==> config.mk <==
export PLATFORM = sky130hd
export DESIGN_NAME = uart_rx_core
export DESIGN_NICKNAME = d
export VERILOG_FILES = /design/src/rtl/uart_rx_core.sv
export SDC_FILE = /design/constraint.sdc
export NUM_CORES = 1
export LEC_CHECK = 0
export BUFFER_PORTS_ARGS = -buffer_cell sky130_fd_sc_hd__buf_2
export CORE_MARGIN = 4
export CORE_UTILIZATION = 30
export CTS_BUF_LIST = sky130_fd_sc_hd__clkbuf_16
export CTS_CLUSTER_SIZE = 10
export DETAILED_ROUTE_END_ITERATION = 16
export PLACE_DENSITY_LB_ADDON = 0.25
export SETUP_SLACK_MARGIN = 0.1
export SLEW_MARGIN = 25
export SYNTH_ARGS = -nofsm -noshare
export SYNTH_HDL_FRONTEND = slang
export SYNTH_SLANG_ARGS = --single-unit
==> constraint.sdc <==
create_clock -name clk_i -period 6.5 [get_ports clk_i]
set_input_delay 0.975 -clock clk_i [delete_from_list [all_inputs] [get_ports clk_i]]
set_output_delay 0.975 -clock clk_i [all_outputs]
set_load 0.005 [all_outputs]
==> src/rtl/uart_rx_core.sv <==
`default_nettype none
// ---------------------------------------------------------------------------
// uart_rx_core -- 8N1 UART receiver feeding a first-word-fall-through FIFO (rev 1.0)
// ---------------------------------------------------------------------------
module uart_rx_core #(
  parameter int DIV_WIDTH  = 16,
  parameter int FIFO_DEPTH = 4
) (
  input  logic                 clk_i,
  input  logic                 rst_n_i,
  input  logic                 rx_i,
  input  logic [DIV_WIDTH-1:0] divisor_i,
  output logic [7:0]           data_o,
  output logic                 valid_o,
  input  logic                 ready_i,
  output logic                 frame_err_o,
  output logic                 overrun_o,
  input  logic                 clear_i,
  output logic                 busy_o
);

  localparam int AW = (FIFO_DEPTH > 1) ? $clog2(FIFO_DEPTH) : 1;
  localparam int CW = AW + 1;
  localparam logic [DIV_WIDTH-1:0] DIV_MIN   = DIV_WIDTH'(4);
  localparam logic [DIV_WIDTH-1:0] CNT_ONE   = DIV_WIDTH'(1);
  localparam logic [CW-1:0]        FIFO_FULL = CW'(FIFO_DEPTH);

  typedef enum logic [1:0] {
    S_IDLE  = 2'd0,
    S_START = 2'd1,
    S_DATA  = 2'd2,
    S_STOP  = 2'd3
  } state_t;

  state_t               state_q, state_d;
  logic                 sync_q, rx_s_q, rx_prev_q;
  logic [DIV_WIDTH-1:0] cnt_q, cnt_d;
  logic [DIV_WIDTH-1:0] div_eff;
  logic [2:0]           bit_q, bit_d;
  logic [7:0]           shift_q, shift_d;
  logic                 push, set_ferr, expire;

  logic [7:0]           mem_q [FIFO_DEPTH];
  logic [AW-1:0]        wr_ptr_q, wr_ptr_d, rd_ptr_q, rd_ptr_d;
  logic [CW-1:0]        count_q, count_d;
  logic                 frame_err_q, frame_err_d, overrun_q, overrun_d;
  logic                 pop, full, wr_en, drop;

  assign div_eff = (divisor_i < DIV_MIN) ? DIV_MIN : divisor_i;
  assign expire  = (cnt_q == CNT_ONE);

  always_comb begin
    state_d  = state_q;
    cnt_d    = cnt_q;
    bit_d    = bit_q;
    shift_d  = shift_q;
    push     = 1'b0;
    set_ferr = 1'b0;
    unique case (state_q)
      S_IDLE: begin
        // rx_prev_q stays low through a break, so a low stop bit cannot retrigger
        if (!rx_s_q && rx_prev_q) begin
          cnt_d   = div_eff >> 1;
          state_d = S_START;
        end
      end
      S_START: begin
        if (expire) begin
          if (rx_s_q) begin
            cnt_d   = '0;
            state_d = S_IDLE;
          end else begin
            cnt_d   = div_eff;
            bit_d   = 3'd0;
            state_d = S_DATA;
          end
        end else begin
          cnt_d = cnt_q - CNT_ONE;
        end
      end
      S_DATA: begin
        if (expire) begin
          shift_d = {rx_s_q, shift_q[7:1]};
          cnt_d   = div_eff;
          if (bit_q == 3'd7) begin
            state_d = S_STOP;
          end else begin
            bit_d = bit_q + 3'd1;
          end
        end else begin
          cnt_d = cnt_q - CNT_ONE;
        end
      end
      S_STOP: begin
        if (expire) begin
          cnt_d   = '0;
          state_d = S_IDLE;
          if (rx_s_q) begin
            push = 1'b1;
          end else begin
            set_ferr = 1'b1;
          end
        end else begin
          cnt_d = cnt_q - CNT_ONE;
        end
      end
      default: state_d = S_IDLE;
    endcase
  end

  assign valid_o = (count_q != '0);
  assign pop     = valid_o & ready_i;
  assign full    = (count_q == FIFO_FULL);
  // A pop in the same cycle frees the slot, so a full FIFO can still accept
  assign wr_en   = push & (~full | pop);
  assign drop    = push & full & ~pop;

  always_comb begin
    wr_ptr_d    = wr_ptr_q + AW'(wr_en);
    rd_ptr_d    = rd_ptr_q + AW'(pop);
    count_d     = count_q + CW'(wr_en) - CW'(pop);
    frame_err_d = set_ferr | (frame_err_q & ~clear_i);
    overrun_d   = drop | (overrun_q & ~clear_i);
  end

  always_ff @(posedge clk_i or negedge rst_n_i) begin
    if (!rst_n_i) begin
      sync_q      <= 1'b1;
      rx_s_q      <= 1'b1;
      rx_prev_q   <= 1'b1;
      state_q     <= S_IDLE;
      cnt_q       <= '0;
      bit_q       <= '0;
      shift_q     <= '0;
      wr_ptr_q    <= '0;
      rd_ptr_q    <= '0;
      count_q     <= '0;
      frame_err_q <= 1'b0;
      overrun_q   <= 1'b0;
    end else begin
      sync_q      <= rx_i;
      rx_s_q      <= sync_q;
      rx_prev_q   <= rx_s_q;
      state_q     <= state_d;
      cnt_q       <= cnt_d;
      bit_q       <= bit_d;
      shift_q     <= shift_d;
      wr_ptr_q    <= wr_ptr_d;
      rd_ptr_q    <= rd_ptr_d;
      count_q     <= count_d;
      frame_err_q <= frame_err_d;
      overrun_q   <= overrun_d;
    end
  end

  always_ff @(posedge clk_i) begin
    if (wr_en) begin
      mem_q[wr_ptr_q] <= shift_q;
    end
  end

  assign data_o      = valid_o ? mem_q[rd_ptr_q] : 8'h00;
  assign frame_err_o = frame_err_q;
  assign overrun_o   = overrun_q;
  assign busy_o      = (state_q != S_IDLE);

endmodule

`default_nettype wire

==> results.json, run 1 <==
{
  "synth-async-reset-ratio_pct": 56.2,
  "final_common_cell": "dfrtp_1",
  "synth_area_sq_mm": 0.00365,
  "path_delay_family": "simple AND/OR/NAND/NOR gates",
  "crit_buf_inv": 3,
  "dp_hpwl_um": 5540,
  "synth.top_cell.area_share_pct": 26.3,
  "drive_gt1_share_pct": 22.6,
  "crit_path_top_delay_cell": "nor4_2",
  "grt_pass1_wl_um": 13300,
  "p_seq_share_pct": 39.9,
  "area_delta_synth_final_pct": 16.9,
  "reg2reg_from": "cnt_q[1]",
  "cts_buffer_depth": 2,
  "switching_share_pct": 33.7,
  "p_clk_share_pct": 30.2,
  "numCtsBuffers": 9,
  "drc": 0,
  "ctsHoldBuffers": 0,
  "wl_um": 7930,
  "status": "complete, no violations",
  "hold_path.class": "reg2reg",
  "die_x_um": 118,
  "r2r_slack_ps": 3360,
  "clock_latency_ps": 330,
  "rr_endpoint": "count_q[2]",
  "powerDensity_mw_per_mm2": 396,
  "finalNetCount": 365,
  "worst_pin_slew_ps": 891,
  "gp_congestion": 0.823,
  "hold_depth": 0,
  "slew_viol_final": 0,
  "cp.depth": 11,
  "switchingPower_mw": 0.570,
  "h-tree-depth": 3,
  "crit_path_end_kind": "flop",
  "critical_path_class": "reg2reg",
  "setup_viol": 0,
  "cts_sinks": 73,
  "synth.area.top_cells": "edfxtp_1 (26%), dfrtp_1 (26%), mux4_2 (4.9%)",
  "grt_setup_unrepaired": "false",
  "viasPerCell": 5.15,
  "final_cell_mix": "dfrtp_1 (38), edfxtp_1 (32), buf_2 (31)",
  "die_y_um": 118,
  "wl_per_cell_um": 16.3,
  "place_area_sq_mm": 0.00396,
  "path_cells": "inv_1 -> ha_1 -> or4b_4 -> nor4_2 -> nand4_1 -> ha_1 -> inv_1 -> ha_1 -> inv_1 -> fa_1 -> xnor2_1",
  "grtUsageTotal_pct": 11.9,
  "fin_skew_ps": 7.07,
  "regArea_sq_mm": 0.00199,
  "ys_ff_latch": 73,
  "crit_fanout": 5,
  "cts-root-buf": "clkbuf_16",
  "fmax_mhz": 319,
  "cp-start-kind": "flop",
  "antenna_found_initial": 0,
  "synth_top_area_cell": "edfxtp_1",
  "grt_max_degree": 42,
  "post-cts-setup-buffers": 0,
  "ys_seq_area_share_pct": 54.5,
  "critPathMaxStageDelay_ps": 520,
  "synth_nets": 336,
  "ios": 33,
  "port_buffers": 32,
  "fin_util_pct": 35.7,
  "fin_tns_setup_ps": 0,
  "vias": 2506,
  "p_int_mw": 1.12,
  "crit_path_start": "cnt_q[1]",
  "leakage_nw": 1.75,
  "n_fill_cell": 1183,
  "finalHoldViolations": 0,
  "num_antenna_cells": 0,
  "first_pass_iters": 4,
  "yosysUniqueCellTypes": 57,
  "die_area_sq_mm": 0.0140,
  "required_ps": 6720,
  "arrival_ps": 3350,
  "fin_area_sq_mm": 0.00427,
  "cap_viol_max_count": 0,
  "std_cell_rows": 40,
  "cts_tree": "done",
  "drt_iter0_markers": 167,
  "cts_resized": 0,
  "ant_nets": 0,
  "multi_input_area_sq_mm": 0.00155,
  "clk_pin_slew_ps": 60,
  "yosysWarnings": 0,
  "synthCells": 306,
  "overflow": 0,
  "cp-endpoint": "count_q[2]",
  "ir_drop_uv": 141,
  "avgSynthCellArea_sq_um": 11.9,
  "combPwrFrac_pct": 29.9,
  "fp.coreArea_sq_mm": 0.0120,
  "start_util_pct": 30.5,
  "slew_headroom_pct": 40.5,
  "synth_edf_count": 32,
  "period_share_pct": 48.3,
  "synthFlopType": "dfrtp_1",
  "rr_worst_depth": 11,
  "grt_pass1_vias": 2584,
  "fin_crit_ps": 3140
}
-- synthesized netlist by cell type (2+ instances only) --
library cell,n
o221ai_1,2
dfrtp_1,38
a222oi_1,4
nand3_1,9
xor2_1,6
nor4_1,5
o22ai_1,3
inv_1,12
a22oi_1,5
nor2_1,13
nor3_1,9
and2_1,5
mux2_4,8
a31oi_1,3
xnor2_1,4
nor2b_1,13
a22o_1,3
dfstp_2,3
nor3b_1,2
clkbuf_1,12
or4_1,8
o21ai_0,15
mux4_2,8
edfxtp_1,32
ha_1,8
or3_1,2
a21oi_1,8
buf_2,4
o31a_1,2
nand2b_1,4
nand2_1,24
a21boi_0,2
o31ai_1,4
mux2i_1,2
o211ai_1,2
-- registers in the layout, summed over array words and instances, names as in the netlist, 2 cells and up, named ones only --
| register | count |
|---|---|
| bit_q | 3 |
| mem_q | 32 |
| shift_q | 8 |
| cnt_q | 16 |
| wr_ptr_q | 2 |
| count_q | 3 |
| rd_ptr_q | 2 |
-- per-stage QoR --
| stage | power, mW | std cells | setup slack (ps) | hold slack (ps) |
|---|---|---|---|---|
| after floorplan | 1.04 | 306 | 3680 | 345 |
| after global placement | 1.18 | 471 | 3280 | 346 |
| after detailed placement | 1.20 | 471 | 3310 | 349 |
| after CTS | 1.72 | 487 | 3300 | 357 |
| after global routing | 1.81 | 487 | 3100 | 365 |
| final | 1.69 | 487 | 3360 | 355 |
-- how the worst min path moves through the flow --
| stage | start | to | slack, ps |
|---|---|---|---|
| floorplan | sync_q | rx_s_q | 350 |
| global placement | sync_q | rx_s_q | 350 |
| detailed placement | sync_q | rx_s_q | 350 |
| CTS | sync_q | rx_s_q | 360 |
| global route | sync_q | rx_s_q | 360 |
| finish | sync_q | rx_s_q | 360 |
-- per-layer routing --
metal	global-route usage, %	up-vias	share of wire, %
li1	-	1214	-
met1	15.5	1227	47
met2	19.2	58	47
met3	3.54	7	4.8
met4	3.37	0	1.1
met5	0	-	0
-- logic make-up (layout without fill, tap and decap cells) --
kind of cell	count (synthesis)	count (layout)	synth area share (%)
buffers and inverters	29	63	3.33
DFF	73	73	54.5
muxes	19	19	9.08
and+or+nand+nor	104	104	15.7
adders and majority gates	9	9	3.29
xor gates and xnor gates	10	10	2.40
AOI/OAI and AO/OA	62	62	11.7
-- area by class of cell --
type	instances	area share [%]
Clock buffer	9	5.28
Clock inverter	7	1.96
Inverter	12	1.06
Multi-Input combinational cell	204	36.4
Sequential cell	73	46.6
Tap cell	147	4.31
Timing Repair Buffer	35	4.34
-- power groups by stage --
stage | Clock [mW] | Sequential [mW] | Combinational, mW
final | 0.510 | 0.675 | 0.507
after global routing | 0.550 | 0.693 | 0.572
after CTS | 0.529 | 0.676 | 0.514
after detailed placement | 0 | 0.685 | 0.512
after global placement | 0 | 0.679 | 0.504
after floorplan | 0 | 0.618 | 0.422
(Power assumes the default switching activity.)
==> run 2, diff against run 1 <==
--- a/config.mk
+++ b/config.mk
@@ -5,6 +5,7 @@
 export SDC_FILE = /design/constraint.sdc
 export NUM_CORES = 1
 export LEC_CHECK = 0
+export ABC_AREA = 1
 export BUFFER_PORTS_ARGS = -buffer_cell sky130_fd_sc_hd__buf_2
 export CORE_MARGIN = 4
 export CORE_UTILIZATION = 30
==> constraint.sdc (replaced) <==
create_clock -name clk_i -period 2.8 [get_ports clk_i]
set_input_delay 0.42 -clock clk_i [delete_from_list [all_inputs] [get_ports clk_i]]
set_output_delay 0.42 -clock clk_i [all_outputs]
set_load 0.005 [all_outputs]
==> run 2 against run 1 <==
Net effect: non-clock buffer count grew 4; combinational power grew to 3.7 times the previous value; register-to-register slack worse by 3000 ps; power rose to 2.7 times the previous value; clock power is 130% higher; worst setup slack worse by 3000 ps; via count up 25%; sequential share of layout area decreased by 3.4 points; cell count rose by 39%; routed wire length increased by 20%; largest cell class unchanged; largest power group is now combinational cells; highest routed layer unchanged.
==> results.json, run 2 <==
{
  "std_cell_rows": 41,
  "drc": 0,
  "antenna_found_initial": 0,
  "synth.top_cell.area_share_pct": 24.6,
  "fin_util_pct": 36.3,
  "synth_edf_count": 32,
  "cts_buffer_depth": 2,
  "synthTopCellsByCount": "nand2_1 (90), nor2_1 (65), inv_1 (55)",
  "cts_sinks": 73,
  "drive_gt1_share_pct": 19.4,
  "ant_nets": 0,
  "top_register": "mem_q",
  "crit_buf_inv": 3,
  "grt_pass1_wl_um": 15900,
  "clock_latency_ps": 340,
  "reg2reg_from": "cnt_q[1]",
  "cap_viol_max_count": 0,
  "ys_seq_area_share_pct": 50.9,
  "slew_headroom_pct": 57.9,
  "area_delta_synth_final_pct": 17.8,
  "start_util_pct": 30.8,
  "die_x_um": 122,
  "viasPerCell": 4.64,
  "fmax_mhz": 405,
  "yosysWarnings": 0,
  "first_pass_iters": 4,
  "wl_um": 9550,
  "arrival_ps": 2690,
  "post-cts-setup-buffers": 0,
  "path_cells": "inv_2 -> ha_2 -> nand3_1 -> nor2_2 -> nand3_4 -> nor2_2 -> nand3_2 -> ha_1 -> inv_1 -> ha_1 -> inv_1 -> fa_1 -> xnor2_1",
  "cts-root-buf": "clkbuf_16",
  "place_ws_ps": 269,
  "wl_per_cell_um": 14.1,
  "rr_endpoint": "count_q[2]",
  "largest_register_ffs": 32,
  "grt_pass1_vias": 3147,
  "crit_path_top_delay_cell": "dfrtp_1",
  "hold_path.class": "in2async",
  "fin_crit_ps": 2470,
  "leakage_nw": 2.10,
  "reg.largest.list": "mem_q (32), cnt_q (16), shift_q (8)",
  "overflow": 0,
  "dp_hpwl_um": 6730,
  "fin_skew_ps": 10.7,
  "slew_viol_final": 0,
  "rr_worst_depth": 13,
  "synth_nets": 486,
  "synth.area.top_cells": "edfxtp_1 (25%), dfrtp_1 (24%), nand2_1 (8.6%)",
  "grt_max_degree": 42,
  "setup_viol": 0,
  "layout_setup_ws_ps": 329,
  "fin_tns_setup_ps": 0,
  "numCtsBuffers": 9,
  "synth_area_sq_mm": 0.00391,
  "synth.most_common_cell": "nand2_1",
  "avgSynthCellArea_sq_um": 8.57,
  "period_share_pct": 88.2,
  "synthCells": 456,
  "num_antenna_cells": 0,
  "crit_path_end_kind": "flop",
  "synth_top_area_cell": "edfxtp_1",
  "vias": 3135,
  "finalNetCount": 529,
  "worst_pin_slew_ps": 631,
  "path_delay_family": "adder cells",
  "die_y_um": 122,
  "final_cell_mix": "nand2_1 (90), nor2_1 (65), inv_1 (54)",
  "gp_congestion": 0.925,
  "finalHoldViolations": 0,
  "cp-start-kind": "flop",
  "clk_pin_slew_ps": 70,
  "critical_path_class": "reg2reg",
  "h-tree-depth": 3,
  "yosysUniqueCellTypes": 36,
  "n_fill_cell": 1352,
  "synthFlopType": "dfrtp_1",
  "required_ps": 3020,
  "fp.coreArea_sq_mm": 0.0127,
  "powerDensity_mw_per_mm2": 987,
  "ios": 33,
  "grt_setup_unrepaired": "false",
  "cts_tree": "done",
  "critPathMaxStageDelay_ps": 400,
  "status": "complete, no violations",
  "final_common_cell": "nand2_1",
  "grtUsageTotal_pct": 13.8,
  "crit_fanout": 6,
  "port_buffers": 32,
  "whs_ps": 72.2,
  "drt_iter0_markers": 217,
  "r2r_slack_ps": 330,
  "synth-async-reset-ratio_pct": 56.2,
  "ir_drop_uv": 354,
  "ys_ff_latch": 73,
  "die_area_sq_mm": 0.0149
}
run 2: cell types whose count changed after synthesis, sizes merged, moves of 8 or more:
cell,previous run,this run
mux2,9,0
nand2,24,93
nor2,13,80
nor2b,13,0
inv,12,64
mux4,8,0
clkbuf,12,2
nand3,9,30
o21ai,15,53
or4,8,0
run 2: repair_timing:
action,CTS,global route
hold buffers,0,0
resized for setup,0,2
endpoints found under the setup margin,0,2
run 2: cell families after synthesis:
group                      share of synthesized area (%)
AOI/OAI and AO/OA                                   11.7
adders and majority gates                           3.07
buffers and inverters                               7.20
xor gates and xnor gates                            1.57
DFF                                                 50.9
and+or+nand+nor                                     25.5
run 2: metrics by stage:
stage | instance area, sq um | std cells | total power, mW
after floorplan | 3910 | 456 | 2.85
after global placement | 4290 | 660 | 3.38
after detailed placement | 4290 | 660 | 3.39
after CTS | 4600 | 676 | 4.59
after global routing | 4600 | 676 | 4.92
final | 4600 | 676 | 4.54
run 2: final cells by class:
| type | count | area [sq um] | share of cell area [%] |
|---|---|---|---|
| clock buffers | 9 | 225 | 4.89 |
| clock inverters | 7 | 77.6 | 1.69 |
| inverters | 64 | 240 | 5.22 |
| multi-input cells | 312 | 1640 | 35.6 |
| flip-flops and latches | 73 | 1990 | 43.3 |
| well taps | 172 | 215 | 4.68 |
| repair buffers | 39 | 215 | 4.68 |
run 2: layer usage:
metal / track usage (%) / routed length [um] / up-vias
li1: - / - / 1582
met1: 17.3 / 4290 / 1478
met2: 23.1 / 4720 / 66
met3: 3.39 / 421 / 9
met4: 5.39 / 108 / 0
met5: 0 / 0 / -
run 2: how the worst max path moves through the flow:
stage | start | endpoint | slack [ps] | depth (start not counted)
6_report | cnt_q[1] | count_q[2] | 330 | 13
5_1_grt | cnt_q[1] | count_q[2] | 110 | 13
4_1_cts | cnt_q[1] | count_q[2] | 250 | 13
3_5_place_dp | cnt_q[1] | count_q[2] | 270 | 13
3_3_place_gp | cnt_q[1] | count_q[1] | 370 | 13
2_1_floorplan | cnt_q[1] | count_q[2] | 520 | 13
run 2: where the power goes:
group	leakage (nW)	internal (mW)	switching [mW]
registers	0.828	1.28	0.219
logic	1.13	0.695	1.17
clock network	0.146	0.698	0.478
total	2.10	2.68	1.87
==> run 3, diff against run 2 <==
--- a/config.mk
+++ b/config.mk
@@ -7,6 +7,8 @@
 export LEC_CHECK = 0
 export ABC_AREA = 1
 export BUFFER_PORTS_ARGS = -buffer_cell sky130_fd_sc_hd__buf_2
+export CELL_PAD_IN_SITES_DETAIL_PLACEMENT = 1
+export CELL_PAD_IN_SITES_GLOBAL_PLACEMENT = 1
 export CORE_MARGIN = 4
 export CORE_UTILIZATION = 30
 export CTS_BUF_LIST = sky130_fd_sc_hd__clkbuf_16
==> run 3 against run 2 <==
Net effect: non-clock buffer count is the same; combinational power is essentially flat; sequential share of layout area grew 0.19 points; die area is the same; count of clock-buffer cells in the layout is the same; power shrank 0.13%; sequential cell count is the same; design area shrank 0.44%.
==> results.json, run 3 (synthesis gave the netlist of run 2 again) <==
{
  "clk_pin_slew_ps": 60,
  "fp.coreArea_sq_mm": 0.0127,
  "fin_crit_ps": 2450,
  "num_antenna_cells": 0,
  "p_clk_share_pct": 24.6,
  "status": "complete, no violations",
  "setup_viol": 0,
  "crit_buf_inv": 4,
  "largest_register_ffs": 32,
  "leakage_nw": 2.09,
  "drive_gt1_share_pct": 19.2,
  "ir_drop_uv": 280,
  "ios": 33,
  "ant_nets": 0,
  "period_share_pct": 87.4,
  "combPwrFrac_pct": 41.7,
  "overflow": 0,
  "cp.depth": 13,
  "rr_worst_depth": 13,
  "p_seq_share_pct": 33.7,
  "numCtsBuffers": 9,
  "die_area_sq_mm": 0.0149,
  "p_int_mw": 2.59,
  "die_x_um": 122,
  "finalHoldViolations": 0,
  "crit_path_start": "cnt_q[1]",
  "gp_congestion": 0.846,
  "clock_latency_ps": 340,
  "drt_iter0_markers": 149,
  "fin_skew_ps": 9.93,
  "vias": 3207,
  "reg.largest.list": "mem_q (32), cnt_q (16), shift_q (8)",
  "start_util_pct": 30.8,
  "drc": 0,
  "final_cell_mix": "nand2_1 (90), nor2_1 (65), inv_1 (54)",
  "cts_tree": "done",
  "fin_tns_setup_ps": 0,
  "final_common_cell": "nand2_1",
  "path_delay_family": "adder cells",
  "arrival_ps": 2680,
  "fmax_mhz": 409,
  "required_ps": 3030,
  "worst_pin_slew_ps": 645,
  "switching_share_pct": 43.0,
  "std_cell_rows": 41,
  "h-tree-depth": 3,
  "cp-endpoint": "count_q[1]",
  "wl_per_cell_um": 15.8,
  "grtUsageTotal_pct": 15.4,
  "rr_endpoint": "count_q[1]",
  "grt_setup_unrepaired": "false",
  "fin_util_pct": 36.2,
  "die_y_um": 122,
  "slew_viol_final": 0,
  "top_register": "mem_q",
  "antenna_found_initial": 0,
  "critical_path_class": "reg2reg",
  "viasPerCell": 4.74,
  "cp-start-kind": "flop",
  "cts-root-buf": "clkbuf_16",
  "grt_max_degree": 42,
  "post-cts-setup-buffers": 0,
  "first_pass_iters": 4,
  "wl_um": 10700,
  "grt_pass1_wl_um": 17600,
  "cts_sinks": 73,
  "cts_buffer_depth": 2,
  "cap_viol_max_count": 0,
  "whs_ps": 76.7,
  "port_buffers": 32,
  "finalNetCount": 529,
  "switchingPower_mw": 1.95,
  "grt_pass1_vias": 3300,
  "dp_hpwl_um": 7870,
  "crit_path_end_kind": "flop",
  "crit_fanout": 6,
  "powerDensity_mw_per_mm2": 990,
  "area_delta_synth_final_pct": 17.3,
  "slew_headroom_pct": 57.0,
  "path_cells": "inv_2 -> ha_1 -> nand3_1 -> nor2_2 -> nand3_4 -> nor2_2 -> nand3_2 -> ha_1 -> inv_1 -> ha_1 -> inv_1 -> fa_1 -> inv_1",
  "reg2reg_from": "cnt_q[1]",
  "crit_path_top_delay_cell": "fa_1",
  "hold_path.class": "in2async",
  "r2r_slack_ps": 350,
  "critPathMaxStageDelay_ps": 480
}
==> run 3: per-stage QoR <==
stage / worst slack, ps / cells / power, mW / instance area (sq um)
after floorplan: 521 / 456 / 2.85 / 3910
after global placement: 362 / 660 / 3.40 / 4290
after detailed placement: 278 / 660 / 3.45 / 4290
after CTS: 269 / 676 / 4.60 / 4580
after global routing: 127 / 676 / 4.92 / 4580
final: 353 / 676 / 4.54 / 4580
==> run 3: power by group through the flow <==
stage	sequential, mW	combinational (mW)	clock, mW
6_report	1.53	1.89	1.12
4_1_cts	1.53	1.92	1.15
3_5_place_dp	1.55	1.90	0
2_1_floorplan	1.44	1.41	0
3_3_place_gp	1.54	1.86	0
5_1_grt	1.56	2.16	1.19
==> run 3: cell type report <==
| cell class | instances | area, sq um |
|---|---|---|
| Fill cell | 1533 | 8090 |
| Sequential cell | 73 | 1990 |
| Multi-Input combinational cell | 312 | 1640 |
| Inverter | 64 | 240 |
| Clock buffer | 9 | 225 |
| Timing Repair Buffer | 39 | 215 |
| Tap cell | 172 | 215 |
| Clock inverter | 7 | 60.1 |
==> run 3: worst min-delay path by stage <==
stage          startpoint   endpoint  slack [ps]  cells past startpoint
6_report          rst_n_i   cnt_q[7]          80                      1
5_1_grt           rst_n_i   cnt_q[1]         120                      1
4_1_cts              rx_i     sync_q         160                      1
3_5_place_dp       sync_q     rx_s_q         350                      0
3_3_place_gp       sync_q     rx_s_q         350                      0
2_1_floorplan     rst_n_i  async pin         120                      0
==> run 3: repair_timing <==
item,4_1_cts,5_1_grt
endpoints found under the setup margin,0,2
hold buffers,0,0
resized for setup,0,1
==> run 3: metal layers <==
metal / track usage [%] / wire length, um / part of all wire (%) / vias to the layer above
met5: 0 / 0 / 0 / -
met4: 4.48 / 153 / 1.4 / 0
met3: 3.16 / 309 / 2.9 / 13
met2: 26.5 / 5390 / 50 / 43
met1: 19.7 / 4840 / 45 / 1573
li1: - / - / - / 1578
